==> config.mk <==
export PLATFORM = sky130hd
export DESIGN_NAME = key_debounce_sync_flat
export DESIGN_NICKNAME = d
export VERILOG_FILES = /design/src/rtl/key_debounce_sync_pkg.sv /design/src/rtl/key_debounce_sync_if.sv /design/src/rtl/key_debounce_sync_sync_2ff.sv /design/src/rtl/key_debounce_sync.sv /design/src/flat_wrapper.sv
export SDC_FILE = /design/constraint.sdc
export NUM_CORES = 1
export LEC_CHECK = 0
export CORE_ASPECT_RATIO = 1.4
export CORE_MARGIN = 2
export CORE_UTILIZATION = 34
export CTS_CLUSTER_SIZE = 25
export DETAILED_ROUTE_END_ITERATION = 6
export PLACE_DENSITY_LB_ADDON = 0.25
export SLEW_MARGIN = 30
export SYNTH_ARGS = -nofsm -noshare
export SYNTH_HDL_FRONTEND = slang
export SYNTH_HIERARCHICAL = 1
export SYNTH_SLANG_ARGS = --single-unit
==> constraint.sdc <==
create_clock -name CLK -period 1.85 [get_ports CLK]
set_input_delay 0.185 -clock CLK [delete_from_list [all_inputs] [get_ports CLK]]
set_output_delay 0.185 -clock CLK [all_outputs]
set_load 0.02 [all_outputs]
==> src/rtl/key_debounce_sync_pkg.sv <==
// Shared definitions for the key debouncer: FSM state encoding, qualification
// lengths for synthesis and simulation, and the reset-state helper.
package key_debounce_sync_pkg;

  // Debouncer FSM states: two stable levels, each paired with a qualifying state
  typedef enum logic [1:0] {
    S_LOW    = 2'd0,
    S_WAIT_H = 2'd1,
    S_HIGH   = 2'd2,
    S_WAIT_L = 2'd3
  } state_t;

  // Stable-cycle count for a 1 kHz sampling tick (about 20 ms of stability)
  localparam int CNT_MAX_SYNTH  = 20;
  // Same debounce window when clocked directly at 100 MHz
  localparam int CNT_MAX_100MHZ = 2_000_000;
  // Short window used in simulation so scenarios stay a few cycles long
  localparam int CNT_MAX_SIM    = 4;

  // Stable state matching the level assumed at reset
  function automatic state_t reset_state(input logic init_lvl);
    return init_lvl ? S_HIGH : S_LOW;
  endfunction

endpackage

==> src/rtl/key_debounce_sync_if.sv <==
// Key signal bundle: the raw key input and everything the debouncer produces.
// master drives the raw key and observes the results; slave is the debouncer.
interface key_debounce_sync_if;

  logic       KEY_in;
  logic       KEY_out;
  logic       KEY_rise;
  logic       KEY_fall;
  logic       TOGGLE;
  logic [7:0] PRESS_CNT;

  modport master (
    output KEY_in,
    input  KEY_out,
    input  KEY_rise,
    input  KEY_fall,
    input  TOGGLE,
    input  PRESS_CNT
  );

  modport slave (
    input  KEY_in,
    output KEY_out,
    output KEY_rise,
    output KEY_fall,
    output TOGGLE,
    output PRESS_CNT
  );

endinterface

==> src/rtl/key_debounce_sync_sync_2ff.sv <==
// 1-bit two-stage synchronizer. The reset value is a parameter so that the
// chain starts at the level the debouncer assumes at reset.
module sync_2ff #(
  parameter logic RST_VAL = 1'b0
) (
  input  logic clk,
  input  logic rst_n,
  input  logic d,
  output logic q
);

  logic stage1;

  // Shift the asynchronous input through two flops; only q is used downstream
  always_ff @(posedge clk or negedge rst_n) begin
    if (!rst_n) begin
      stage1 <= RST_VAL;
      q      <= RST_VAL;
    end else begin
      stage1 <= d;
      q      <= stage1;
    end
  end

endmodule

==> src/rtl/key_debounce_sync.sv <==
// Key debouncer: synchronizes a bouncy key and accepts a new level only after
// it has been seen on CNT_MAX+1 consecutive edges. Produces registered level,
// rise/fall strobes, a press-toggled level and an 8-bit wrapping press count.
module key_debounce_sync
  import key_debounce_sync_pkg::*;
#(
  parameter int   CNT_MAX  = CNT_MAX_SYNTH,
  parameter int   CNT_W    = 16,
  parameter logic INIT_LVL = 1'b0
) (
  input logic               CLK,
  input logic               RST_n,
  key_debounce_sync_if.slave key
);

  localparam logic [CNT_W-1:0] CNT_LIM = CNT_W'(CNT_MAX);
  localparam logic [CNT_W-1:0] CNT_ONE = CNT_W'(1);

  logic             sync2;
  state_t           state_q, state_d;
  logic [CNT_W-1:0] cnt_q, cnt_d;
  logic             out_q, out_d;
  logic             rise_q, rise_d;
  logic             fall_q, fall_d;
  logic             toggle_q;
  logic [7:0]       press_q;

  sync_2ff #(
    .RST_VAL (INIT_LVL)
  ) u_sync (
    .clk   (CLK),
    .rst_n (RST_n),
    .d     (key.KEY_in),
    .q     (sync2)
  );

  // Next state: qualify a candidate level and restart on any single reversal
  always_comb begin
    state_d = state_q;
    cnt_d   = cnt_q;
    out_d   = out_q;
    rise_d  = 1'b0;
    fall_d  = 1'b0;
    case (state_q)
      S_LOW: begin
        if (sync2) begin
          state_d = S_WAIT_H;
          cnt_d   = CNT_ONE;
        end
      end
      S_WAIT_H: begin
        if (!sync2) begin
          state_d = S_LOW;
          cnt_d   = '0;
        end else if (cnt_q == CNT_LIM) begin
          state_d = S_HIGH;
          cnt_d   = '0;
          out_d   = 1'b1;
          rise_d  = 1'b1;
        end else begin
          cnt_d = cnt_q + CNT_ONE;
        end
      end
      S_HIGH: begin
        if (!sync2) begin
          state_d = S_WAIT_L;
          cnt_d   = CNT_ONE;
        end
      end
      S_WAIT_L: begin
        if (sync2) begin
          state_d = S_HIGH;
          cnt_d   = '0;
        end else if (cnt_q == CNT_LIM) begin
          state_d = S_LOW;
          cnt_d   = '0;
          out_d   = 1'b0;
          fall_d  = 1'b1;
        end else begin
          cnt_d = cnt_q + CNT_ONE;
        end
      end
      default: begin
        state_d = reset_state(INIT_LVL);
        cnt_d   = '0;
      end
    endcase
  end

  // Register FSM, level and strobes; toggle and count advance with each rise
  always_ff @(posedge CLK or negedge RST_n) begin
    if (!RST_n) begin
      state_q  <= reset_state(INIT_LVL);
      cnt_q    <= '0;
      out_q    <= INIT_LVL;
      rise_q   <= 1'b0;
      fall_q   <= 1'b0;
      toggle_q <= 1'b0;
      press_q  <= 8'd0;
    end else begin
      state_q <= state_d;
      cnt_q   <= cnt_d;
      out_q   <= out_d;
      rise_q  <= rise_d;
      fall_q  <= fall_d;
      if (rise_d) begin
        toggle_q <= ~toggle_q;
        press_q  <= press_q + 8'd1;
      end
    end
  end

  assign key.KEY_out   = out_q;
  assign key.KEY_rise  = rise_q;
  assign key.KEY_fall  = fall_q;
  assign key.TOGGLE    = toggle_q;
  assign key.PRESS_CNT = press_q;

endmodule

==> src/flat_wrapper.sv <==
// flat-port wrapper written by rule: the top's interface ports become plain ports
module key_debounce_sync_flat import key_debounce_sync_pkg::*;
#(
  parameter int   CNT_MAX  = CNT_MAX_SYNTH,
  parameter int   CNT_W    = 16,
  parameter logic INIT_LVL = 1'b0
)
  (CLK, RST_n, key_KEY_in, key_KEY_out, key_KEY_rise, key_KEY_fall, key_TOGGLE, key_PRESS_CNT);
  key_debounce_sync_if key_i ();
  input logic CLK;
  input logic RST_n;
  input wire logic [$bits(key_i.KEY_in)-1:0] key_KEY_in;
  output wire logic [$bits(key_i.KEY_out)-1:0] key_KEY_out;
  output wire logic [$bits(key_i.KEY_rise)-1:0] key_KEY_rise;
  output wire logic [$bits(key_i.KEY_fall)-1:0] key_KEY_fall;
  output wire logic [$bits(key_i.TOGGLE)-1:0] key_TOGGLE;
  output wire logic [$bits(key_i.PRESS_CNT)-1:0] key_PRESS_CNT;
  assign key_i.KEY_in = key_KEY_in;
  assign key_KEY_out = key_i.KEY_out;
  assign key_KEY_rise = key_i.KEY_rise;
  assign key_KEY_fall = key_i.KEY_fall;
  assign key_TOGGLE = key_i.TOGGLE;
  assign key_PRESS_CNT = key_i.PRESS_CNT;
  key_debounce_sync #(.CNT_MAX(CNT_MAX), .CNT_W(CNT_W), .INIT_LVL(INIT_LVL)) u_core (.CLK(CLK), .RST_n(RST_n), .key(key_i));
endmodule
# == Yosys cells after proc, flatten, opt, wreduce, memory -nomap -nowiden ==
# Cells that the tools add are included.
# word_totals
reg_bits,32
output_inout_bits,12
wordCells,52
# op_classes
addsub,2
n_eq_ne,12
muxes,23
bitwise_logic,1
reduce_logical,5
# op_table
operator,count
16-bit 2-to-1 mux,5
16-bit case mux with 4 select lines,1
"16-bit by 1-bit adder with 16-bit output, second input constant",1
"16-bit by 5-bit equality test with 1-bit output, second input constant",1
2-bit 2-to-1 mux,6
1-bit 2-to-1 mux,9
"8-bit by 1-bit adder with 8-bit output, second input constant",1
"2-bit != test, second input constant",4
2-bit case mux with 4 select lines,1
"3-bit by 2-bit != test with 1-bit output, second input constant",2
5-bit AND reduction,1
"2-bit equality test, second input constant",2
"2-bit by 1-bit != test with 1-bit output, second input constant",2
4-bit AND reduction,1
"2-bit by 1-bit equality test with 1-bit output, second input constant",1
2-bit logical NOT,1
1-bit case mux with 2 select lines,1
2-bit AND reduction,1
2-bit nonzero test,1
1-bit NOT,1

# == Longest topological paths before layout ==
# Gate-level depths: netlist of the first run.
# depth
ltp_word,4
depth_mapped,9
mapped_depth_nobuf,7

# == Modules after synthesis ==
# The synthesis of the first run kept the hierarchy.
# modules_own_cells
module,instances,cells_per_inst,area_each_um2,seq_area_each_um2
key_debounce_sync,1,160,1566.5,750.7
sync_2ff,1,2,50.0,50.0

# == Worst setup path before layout of the first run ==
# OpenSTA, ideal clock, no wires.
# synth_path
path_kind,register to register
startpoint,reg u_core.cnt_q[0]
endpoint,"reg u_core.press_q[1], in the netlist u_core/key.PRESS_CNT[1]"
arrival_time_ns,1.666
t_required_ns,1.725
slack_ns,0.059
stages_incl_launch_ff,10
n_path_buf,2
period_less_slack_ns,1.791
path_cell_list,dfrtp_1 -> inv_1 -> ha_1 -> nor3b_1 -> and4_1 -> buf_6 -> and2_4 -> buf_6 -> nand2_4 -> mux2_4
# synth_via
elab_chain_cells,4
# synth_lines
element,line_no,text
"start, declared",key_debounce_sync.sv:21,"logic [CNT_W-1:0] cnt_q, cnt_d;"
"start signal, assigned",key_debounce_sync.sv:102,cnt_q <= cnt_d;
16-bit by 5-bit equality test with 1-bit output,key_debounce_sync.sv:55,end else if (cnt_q == CNT_LIM) begin
1-bit 2-to-1 mux,key_debounce_sync.sv:55,
1-bit 2-to-1 mux,key_debounce_sync.sv:52,if (!sync2) begin
1-bit 2-to-1 mux,key_debounce_sync.sv:44,case (state_q)
"end signal, assigned",key_debounce_sync.sv:108,press_q <= press_q + 8'd1;
"end, declared",key_debounce_sync.sv:26,logic [7:0] press_q;
# Every way passes these cells.
# A chain may end at the register's enable or synchronous reset.

# == Worst setup path after layout of the first run ==
# layout_path
startpoint,reg u_core.cnt_q[6]
endpoint,"reg u_core.press_q[1], in the netlist u_core/key.PRESS_CNT[1]"
# The elaborated chain is that of the path after synthesis.

==> flow_summary.json, run 1 <==
{
  "numCtsBuffers": 5,
  "syn_to_final_growth_pct": 28.4,
  "post-route-period-util_pct": 94.1,
  "fin_ws_ns": 0.109,
  "vias": 1400,
  "crit_family": "simple AND/OR/NAND/NOR gates",
  "synth_warnings": 6,
  "ant_nets": 0,
  "skew_ns": 0.00375,
  "cap_violations": 0,
  "power.density_nw_per_um2": 767,
  "finalHoldViolations": 0,
  "async_flop_share_pct": 100,
  "clkLatencyLatePin_ns": 0.28,
  "netlist_area_um2": 1620,
  "arrival_ns": 1.91,
  "path_cells": "nor4b_2 > and4_4 > and2_4 > nand2_4 > mux2_4",
  "htreeDepth": 2,
  "drt_iter0_drc": 123,
  "n_antenna_cell": 0,
  "slew_headroom_pct": 66.6,
  "drc_errors": 0,
  "clockBufferDepth": 2,
  "multi_input_area_um2": 777,
  "avgSynthCellArea_um2": 9.98,
  "fillers": 477,
  "final.min_clock_period_ns": 1.74,
  "routed_via_density": 5.41,
  "syn-num-nets": 168,
  "core_area_um2": 4570,
  "nNetsFinal": 202,
  "critical_path.max_stage_delay_ns": 0.42,
  "post-place-ws_ns": -0.269,
  "place.port_buffers": 14,
  "die_w_um": 62.3,
  "setup_viol": 0,
  "peakVddDrop_uv": 405,
  "worstSetupPathType": "flop to flop",
  "wl_per_cell_um": 15.1,
  "met1_usage_pct": 17.6,
  "drive_gt1_share_pct": 22.8,
  "ys.flop_type": "dfrtp_1",
  "fmax_ghz": 0.574,
  "grt-ovfl-total": 0,
  "dieArea_um2": 5330,
  "clock-root-buffer": "clkbuf_8",
  "cts_hold_buf": 0,
  "clk_pin_slew_worst_paths_ns": 0.07,
  "cts_num_sinks": 32,
  "grt_pass1_vias": 1451,
  "path_buf_inv": 0,
  "hpwl_mm": 2.65,
  "die_h_um": 85.6,
  "use_met3_pct": 3.81,
  "busiest_layer": "met2",
  "num_rows": 29,
  "drtPass1Iterations": 4,
  "initial_core_util_pct": 35.4,
  "seqCellArea_um2": 801,
  "rsz0062_at_grt": "false",
  "required_ns": 2.02,
  "ys_seq_area_share_pct": 49.5,
  "gr-usage-met2_pct": 27.2,
  "synth-edff-count": 0,
  "path_max_fanout": 7,
  "tightest_slew_ns": 0.500,
  "hp-class": "input port to async pin",
  "grt_use_total_pct": 15.3,
  "cp_slowest_cell": "dfrtp_1",
  "netlist_instances": 162,
  "start_kind": "flop",
  "antenna_found_initial": 0,
  "grt_max_degree": 33,
  "ios": 15,
  "status": "completed",
  "cts_tree": "yes",
  "final_area_um2": 2080,
  "synth_cell_type_count": 37,
  "grt_first_pass_wirelength_mm": 6.53,
  "place_congestion": 0.912,
  "wl_mm": 3.91,
  "post_dp_cell_area_um2": 1920,
  "report.final.slew_viol_count": 0,
  "end_kind": "flop",
  "leakage_nw": 0.892,
  "cts_setup_buffers": 0,
  "ys_ff_latch": 32
}
-- cell usage after synthesis (all sizes together) (2+ instances only) --
cell type | count | area [µm²]
and2 | 3 | 21.3
nand4 | 9 | 56.3
inv | 5 | 18.8
nand3 | 10 | 50.1
ha | 3 | 37.5
o21ai | 11 | 55.1
nor4b | 2 | 30.0
or3 | 3 | 18.8
a21oi | 9 | 45.0
nor3 | 7 | 35.0
buf | 8 | 61.3
xnor2 | 5 | 43.8
nor2 | 12 | 50.1
dfrtp | 32 | 801
and3 | 3 | 18.8
xor2 | 4 | 42.6
nand2 | 13 | 56.3
a31oi | 10 | 62.6
-- logic make-up after synthesis --
group           synth area share [%]
compound gates                  13.2
xor+xnor                        5.34
fa+ha+maj                       2.32
buf+inv                         4.95
flops                           49.5
mux                             1.55
simple gates                    23.1
-- per-layer routing --
layer,part of all wire (%),wire length [µm],up-vias
met5,0,0,-
met3,4.6,179,2
met4,0.44,17,0
met2,55,2130,41
met1,40,1580,704
li1,-,-,653
-- cell type report --
class | count | area share, %
clock buffers | 5 | 3.32
clock inverters | 3 | 2.05
inverters | 5 | 0.904
multi-input cells | 118 | 37.4
flip-flops and latches | 32 | 38.6
well taps | 62 | 3.74
repair buffers | 34 | 14.0
-- stage by stage --
stage | power, mW | hold WS (ns) | cells | TNS (ns) | util [%]
after global placement | 0.926 | 0.335 | 250 | -1.21 | 42.1
after floorplan | 0.848 | -0.111 | 162 | 0 | -
after CTS | 1.61 | 0.317 | 258 | 0 | 44.6
after detailed placement | 0.932 | 0.342 | 250 | -2.54 | 42.1
after global routing | 1.66 | 0.340 | 259 | 0 | 45.4
final | 1.59 | 0.302 | 259 | 0 | 45.4
-- what timing repair did --
item / in CTS / in global routing
gates cloned: 0 / 1
resized for setup: 3 / 7
pin swaps: 1 / 2
endpoints found under the setup margin: 15 / 18
-- placed cells by master (no fill, tap or decap), types with 3 or more instances in the layout --
| cell type | netlist | layout |
|---|---|---|
| dfrtp_1 | 32 | 32 |
| buf_4 | 1 | 20 |
| clkdlybuf4s50_1 | 0 | 14 |
| nand2_1 | 12 | 11 |
| nand3_1 | 10 | 10 |
| nor2_1 | 10 | 10 |
| o21ai_0 | 11 | 10 |
| a31oi_1 | 10 | 10 |
| nand4_1 | 9 | 9 |
| a21oi_1 | 9 | 9 |
| clkbuf_8 | 0 | 5 |
| inv_1 | 5 | 5 |
| xnor2_1 | 5 | 5 |
| nor3_2 | 0 | 4 |
| nor3_1 | 7 | 3 |
| and3_1 | 3 | 3 |
| or3_1 | 3 | 3 |
| xor2_1 | 3 | 3 |
| ha_1 | 3 | 3 |
-- sequential cells by signal, indices dropped and copies added (netlist names), named ones only --
signal	count
u_core/state_q	1
u_core/key.KEY_rise	1
u_core/key.TOGGLE	1
u_core/u_sync/stage1	1
u_core/key.KEY_fall	1
u_core/key.PRESS_CNT	8
u_core/cnt_q	16
u_core/key.KEY_out	1
u_core/u_sync/q	1
-- path summary, 6_finish.rpt --
path / from / endpoint / slack, ns / depth (start not counted)
setup / recovery: u_core/cnt_q[6]$_DFFE_PN0P_ / u_core/key.PRESS_CNT[1]$_DFFE_PN0P_ / 0.11 / 5
hold / removal: RST_n / u_core/cnt_q[14]$_DFFE_PN0P_ / 0.30 / 2
setup reg to reg: u_core/cnt_q[6]$_DFFE_PN0P_ / u_core/key.PRESS_CNT[1]$_DFFE_PN0P_ / 0.11 / 5
hold reg to reg: u_core/u_sync/stage1$_DFF_PN0_ / u_core/u_sync/q$_DFF_PN0_ / 0.36 / 0
max in group asynchronous: RST_n / u_core/cnt_q[15]$_DFFE_PN0P_ / 1.24 / 2
min in group CLK: key_KEY_in / u_core/u_sync/stage1$_DFF_PN0_ / 0.34 / 1
-- where the power goes --
part	switching, mW	total (mW)	internal, mW
registers	0.0178	0.743	0.725
logic	0.106	0.185	0.0794
clock network	0.266	0.664	0.398
total	0.389	1.59	1.20
(Power assumes the default switching activity.)
==> inputs of run 2 (changes only) <==
Settings changed: CAP_MARGIN from default to 20, RECOVER_POWER from default to 25.
==> run 2 against run 1 <==
Net effect:
- worst hold slack gained 0.060 ns
- global-route usage is the same
- sequential share of layout area is essentially flat
- clock power is essentially flat
- worst setup slack is the same
- final area shrank 0.12%
==> flow_summary.json, run 2 (synthesis results as in run 1) <==
{
  "n_antenna_cell": 0,
  "grt_max_degree": 33,
  "place_congestion": 0.912,
  "drive_gt1_share_pct": 22.8,
  "clockBufferDepth": 2,
  "hp-class": "flop to flop",
  "syn_to_final_growth_pct": 28.3,
  "fmax_ghz": 0.574,
  "routed_via_density": 5.41,
  "antenna_found_initial": 0,
  "cts_setup_buffers": 0,
  "status": "completed",
  "finalHoldViolations": 0,
  "start_kind": "flop",
  "final.min_clock_period_ns": 1.74,
  "rsz0062_at_grt": "false",
  "dieArea_um2": 5330,
  "die_w_um": 62.3,
  "cts_num_sinks": 32,
  "place.port_buffers": 14,
  "required_ns": 2.02,
  "ant_nets": 0,
  "busiest_layer": "met2",
  "clkLatencyLatePin_ns": 0.28,
  "arrival_ns": 1.91,
  "hold_path_depth": 0,
  "leakage_nw": 0.892,
  "seqCellArea_um2": 801,
  "drc_errors": 0,
  "numCtsBuffers": 5,
  "met1_usage_pct": 17.6,
  "tns_ns": 0,
  "nNetsFinal": 202,
  "post-route-period-util_pct": 94.1,
  "htreeDepth": 2,
  "fillers": 478,
  "slew_headroom_pct": 46.5,
  "cts_tree": "yes",
  "final_cell_mix": "dfrtp_1, buf_4, clkdlybuf4s50_1",
  "power.density_nw_per_um2": 767,
  "path_max_fanout": 7,
  "final_core_util_pct": 45.3,
  "total_power_mw": 1.59,
  "multi_input_area_um2": 777,
  "top_register": "u_core/cnt_q",
  "die_h_um": 85.6,
  "drtPass1Iterations": 4,
  "reg2reg_depth": 5,
  "final_common_cell": "dfrtp_1",
  "hpwl_mm": 2.65,
  "cts_hold_buf": 0,
  "tightest_slew_ns": 0.802,
  "wl_per_cell_um": 15.1,
  "num_rows": 29,
  "setup_viol": 0,
  "largest_register_ffs": 16,
  "ios": 15,
  "end_kind": "flop",
  "grt_first_pass_wirelength_mm": 6.53,
  "report.final.slew_viol_count": 0,
  "skew_ns": 0.00375,
  "clock-root-buffer": "clkbuf_8",
  "grt_pass1_vias": 1451,
  "use_met3_pct": 3.81,
  "worstSetupPathType": "flop to flop",
  "initial_core_util_pct": 35.4,
  "vias": 1400,
  "grt-ovfl-total": 0,
  "cap_violations": 0,
  "wl_mm": 3.90,
  "core_area_um2": 4570,
  "peakVddDrop_uv": 405,
  "gr-usage-met2_pct": 27.2,
  "grt_use_total_pct": 15.3,
  "clk_pin_slew_worst_paths_ns": 0.07,
  "drt_iter0_drc": 123
}
run 2: changes by cell type in the layout (fill, tap and decap cells not counted), sizes merged:
cell,before,now
dlygate4sd3,0,2
clkdlybuf4s50,14,12
clkbuf,5,6
buf,20,19
run 2: report_power, final:
| group | internal, mW | switching (mW) | total (mW) |
|---|---|---|---|
| registers | 0.725 | 0.0178 | 0.743 |
| clock network | 0.398 | 0.266 | 0.664 |
| logic | 0.0779 | 0.106 | 0.183 |
| total | 1.20 | 0.389 | 1.59 |
run 2: layout make-up:
| cell class | instances | share of cell area, % |
|---|---|---|
| clock buffers | 5 | 3.32 |
| repair buffers | 34 | 13.9 |
| clock inverters | 3 | 2.05 |
| multi-input cells | 118 | 37.5 |
| well taps | 62 | 3.74 |
| inverters | 5 | 0.905 |
| flip-flops and latches | 32 | 38.6 |
run 2: stage by stage:
| step | cells | hold slack (ns) | instance area (µm²) | setup WS, ns |
|---|---|---|---|---|
| global route | 259 | 0.381 | 2070 | 0.0268 |
| detailed placement | 250 | 0.342 | 1920 | -0.269 |
| floorplan | 162 | -0.111 | 1620 | 0.0589 |
| CTS | 258 | 0.317 | 2040 | 0.00111 |
| finish | 259 | 0.362 | 2070 | 0.109 |
| global placement | 250 | 0.335 | 1920 | -0.139 |
run 2: critical path: stages (launching register included):
cell and delay [ns]:
dfrtp_1 0.42, nor4b_2 0.32, and4_4 0.35, and2_4 0.20, nand2_4 0.05, mux2_4 0.29
run 2: per-layer routing:
metal  vias to the layer above  share of wire, %  routed length (µm)
met3                         2               4.6                 178
met5                         -                 0                   0
met1                       704                40                1570
met4                         0              0.44                  17
li1                        653                 -                   -
met2                        41                55                2130
run 2: path summary, 6_finish.rpt:
check | start | end | slack (ns)
max | u_core/cnt_q[6]$_DFFE_PN0P_ | u_core/key.PRESS_CNT[1]$_DFFE_PN0P_ | 0.11
min | u_core/u_sync/stage1$_DFF_PN0_ | u_core/u_sync/q$_DFF_PN0_ | 0.36
max reg2reg | u_core/cnt_q[6]$_DFFE_PN0P_ | u_core/key.PRESS_CNT[1]$_DFFE_PN0P_ | 0.11
min reg2reg | u_core/u_sync/stage1$_DFF_PN0_ | u_core/u_sync/q$_DFF_PN0_ | 0.36
max in group asynchronous | RST_n | u_core/cnt_q[15]$_DFFE_PN0P_ | 0.82
min in group asynchronous | RST_n | u_core/cnt_q[14]$_DFFE_PN0P_ | 0.52
run 2: what timing repair did:
| action | in CTS | in global routing |
|---|---|---|
| gates cloned | 0 | 1 |
| endpoints found under the setup margin | 15 | 18 |
| pin swaps | 1 | 2 |
| gates resized for setup | 3 | 7 |
==> inputs of run 3 (changes only) <==
Settings changed: CTS_CLUSTER_SIZE 25 to 20, GPL_TIMING_DRIVEN from default to 0.
==> run 3 against run 2 <==
Net effect:
- first-iteration DRC count down 11%
- register-to-register slack worse by 0.04 ns
- count of clock-buffer cells in the layout unchanged
- clock skew about the same
- flip-flop and latch count unchanged
- worst hold slack worse by 0.018 ns
- highest routed layer unchanged
- wire length down 0.33%
- fmax down 2.4%
- combinational power down 6%
==> flow_summary.json, run 3 (synthesis results as in run 1) <==
{
  "place.port_buffers": 14,
  "top_register": "u_core/cnt_q",
  "cts_tree": "yes",
  "reg2reg_depth": 6,
  "start_kind": "flop",
  "wl_per_cell_um": 15.1,
  "required_ns": 2.02,
  "drt_iter0_drc": 110,
  "place_congestion": 0.839,
  "post-route-period-util_pct": 96.5,
  "grt_max_degree": 26,
  "stdcell_count": 258,
  "dp_cells": 239,
  "htreeDepth": 2,
  "fmax_ghz": 0.560,
  "rr_endpoint": "u_core/key.PRESS_CNT[1]$_DFFE_PN0P_",
  "die_w_um": 62.3,
  "finalHoldViolations": 0,
  "routed_via_density": 5.40,
  "num_rows": 29,
  "dieArea_um2": 5330,
  "grt_first_pass_wirelength_mm": 6.68,
  "tightest_slew_ns": 0.620,
  "r2r-start": "u_core/cnt_q[12]$_DFFE_PN0P_",
  "final_common_cell": "dfrtp_1",
  "clock-root-buffer": "clkbuf_8",
  "clk_pin_slew_worst_paths_ns": 0.07,
  "die_h_um": 85.6,
  "initial_core_util_pct": 35.4,
  "post-place-ws_ns": -0.0879,
  "nNetsFinal": 201,
  "grt_use_total_pct": 15.9,
  "arrival_ns": 1.95,
  "hpwl_mm": 2.56,
  "total_power_mw": 1.59,
  "drtPass1Iterations": 4,
  "final_core_util_pct": 46.7,
  "power.density_nw_per_um2": 746,
  "rsz0062_at_grt": "true",
  "core_area_um2": 4570,
  "n_antenna_cell": 0,
  "setup_viol": 0,
  "leakage_nw": 0.885,
  "status": "completed",
  "cts_num_sinks": 32,
  "report.final.slew_viol_count": 0,
  "final_cell_mix": "dfrtp_1, clkdlybuf4s50_1, buf_4",
  "fin_ws_ns": 0.0655,
  "clockBufferDepth": 2,
  "final.min_clock_period_ns": 1.78,
  "clkLatencyLatePin_ns": 0.28,
  "end_kind": "flop",
  "peakVddDrop_uv": 444,
  "ios": 15,
  "worstSetupPathType": "flop to flop",
  "numCtsBuffers": 5,
  "slew_headroom_pct": 58.7,
  "cap_violations": 0,
  "largest_register_ffs": 16,
  "grt-ovfl-total": 0,
  "vias": 1394,
  "syn_to_final_growth_pct": 32.1,
  "hp-class": "input port to async pin",
  "drc_errors": 0,
  "antenna_found_initial": 0,
  "path_max_fanout": 7,
  "reg2reg_slack_ns": 0.07,
  "wl_mm": 3.89,
  "skew_ns": 0.00366,
  "ant_nets": 0,
  "drive_gt1_share_pct": 28.1,
  "grt_pass1_vias": 1458
}
==> run 3: through the flow <==
stage / hold slack, ns / TNS, ns / area, µm²
floorplan: -0.111 / 0 / 1620
global placement: 0.336 / -1.81 / 1830
detailed placement: 0.0518 / -0.701 / 1850
CTS: 0.277 / 0 / 2030
global route: 0.362 / -0.0415 / 2140
finish: 0.344 / 0 / 2140
==> run 3: worst max-delay path by stage <==
stage	from	to	slack [ns]	depth (start not counted)
6_report	u_core/cnt_q[12]$_DFFE_PN0P_	u_core/key.PRESS_CNT[1]$_DFFE_PN0P_	0.07	6
5_1_grt	u_core/cnt_q[1]$_DFFE_PN0P_	u_core/cnt_q[4]$_DFFE_PN0P_	-0.01	8
4_1_cts	u_core/cnt_q[7]$_DFFE_PN0P_	u_core/key.PRESS_CNT[1]$_DFFE_PN0P_	0.01	8
3_5_place_dp	u_core/cnt_q[0]$_DFFE_PN0P_	u_core/cnt_q[5]$_DFFE_PN0P_	-0.09	9
3_3_place_gp	u_core/cnt_q[0]$_DFFE_PN0P_	u_core/key.PRESS_CNT[1]$_DFFE_PN0P_	-0.08	9
2_1_floorplan	u_core/cnt_q[0]$_DFFE_PN0P_	u_core/key.PRESS_CNT[1]$_DFFE_PN0P_	0.06	9
==> run 3: repair_timing <==
item                                    in CTS  in global routing
hold buffers                                 1                  0
endpoints found under the setup margin      15                 17
pin swaps                                    1                  8
hold endpoints to repair                    21                  0
buffers inserted                             5                  6
gates resized for setup                      6                 25
cloned                                       0                  0
==> run 3: worst max-delay path, stage by stage (launching register included) <==
cell and delay, ns:
dfrtp_1 0.46, nor4b_2 0.27, and4_1 0.24, buf_6 0.14
and2_4 0.20, nand2_4 0.07, mux2_4 0.30
==> run 3: final cells by class <==
| type | instances | area [µm²] |
|---|---|---|
| plain buffers | 7 | 62.6 |
| clock buffers | 5 | 68.8 |
| repair buffers | 27 | 235 |
| multi-input cells | 117 | 822 |
| clock inverters | 3 | 42.5 |
| fillers | 457 | 2440 |
| flip-flops and latches | 32 | 808 |
| inverters | 5 | 18.8 |
| well taps | 62 | 77.6 |
==> run 3: metal layers <==
| metal | GRT usage, % | vias to the layer above | wire, µm |
|---|---|---|---|
| li1 | - | 657 | - |
| met1 | 17.9 | 691 | 1600 |
| met2 | 28.2 | 44 | 2070 |
| met3 | 4.33 | 2 | 197 |
| met4 | 6.87 | 0 | 24 |
| met5 | 0 | - | 0 |
==> run 3: where the power goes <==
group          internal, mW  switching (mW)  total (mW)
Clock                 0.398           0.264       0.662
Combinational        0.0746          0.0976       0.172
Sequential            0.726          0.0324       0.758
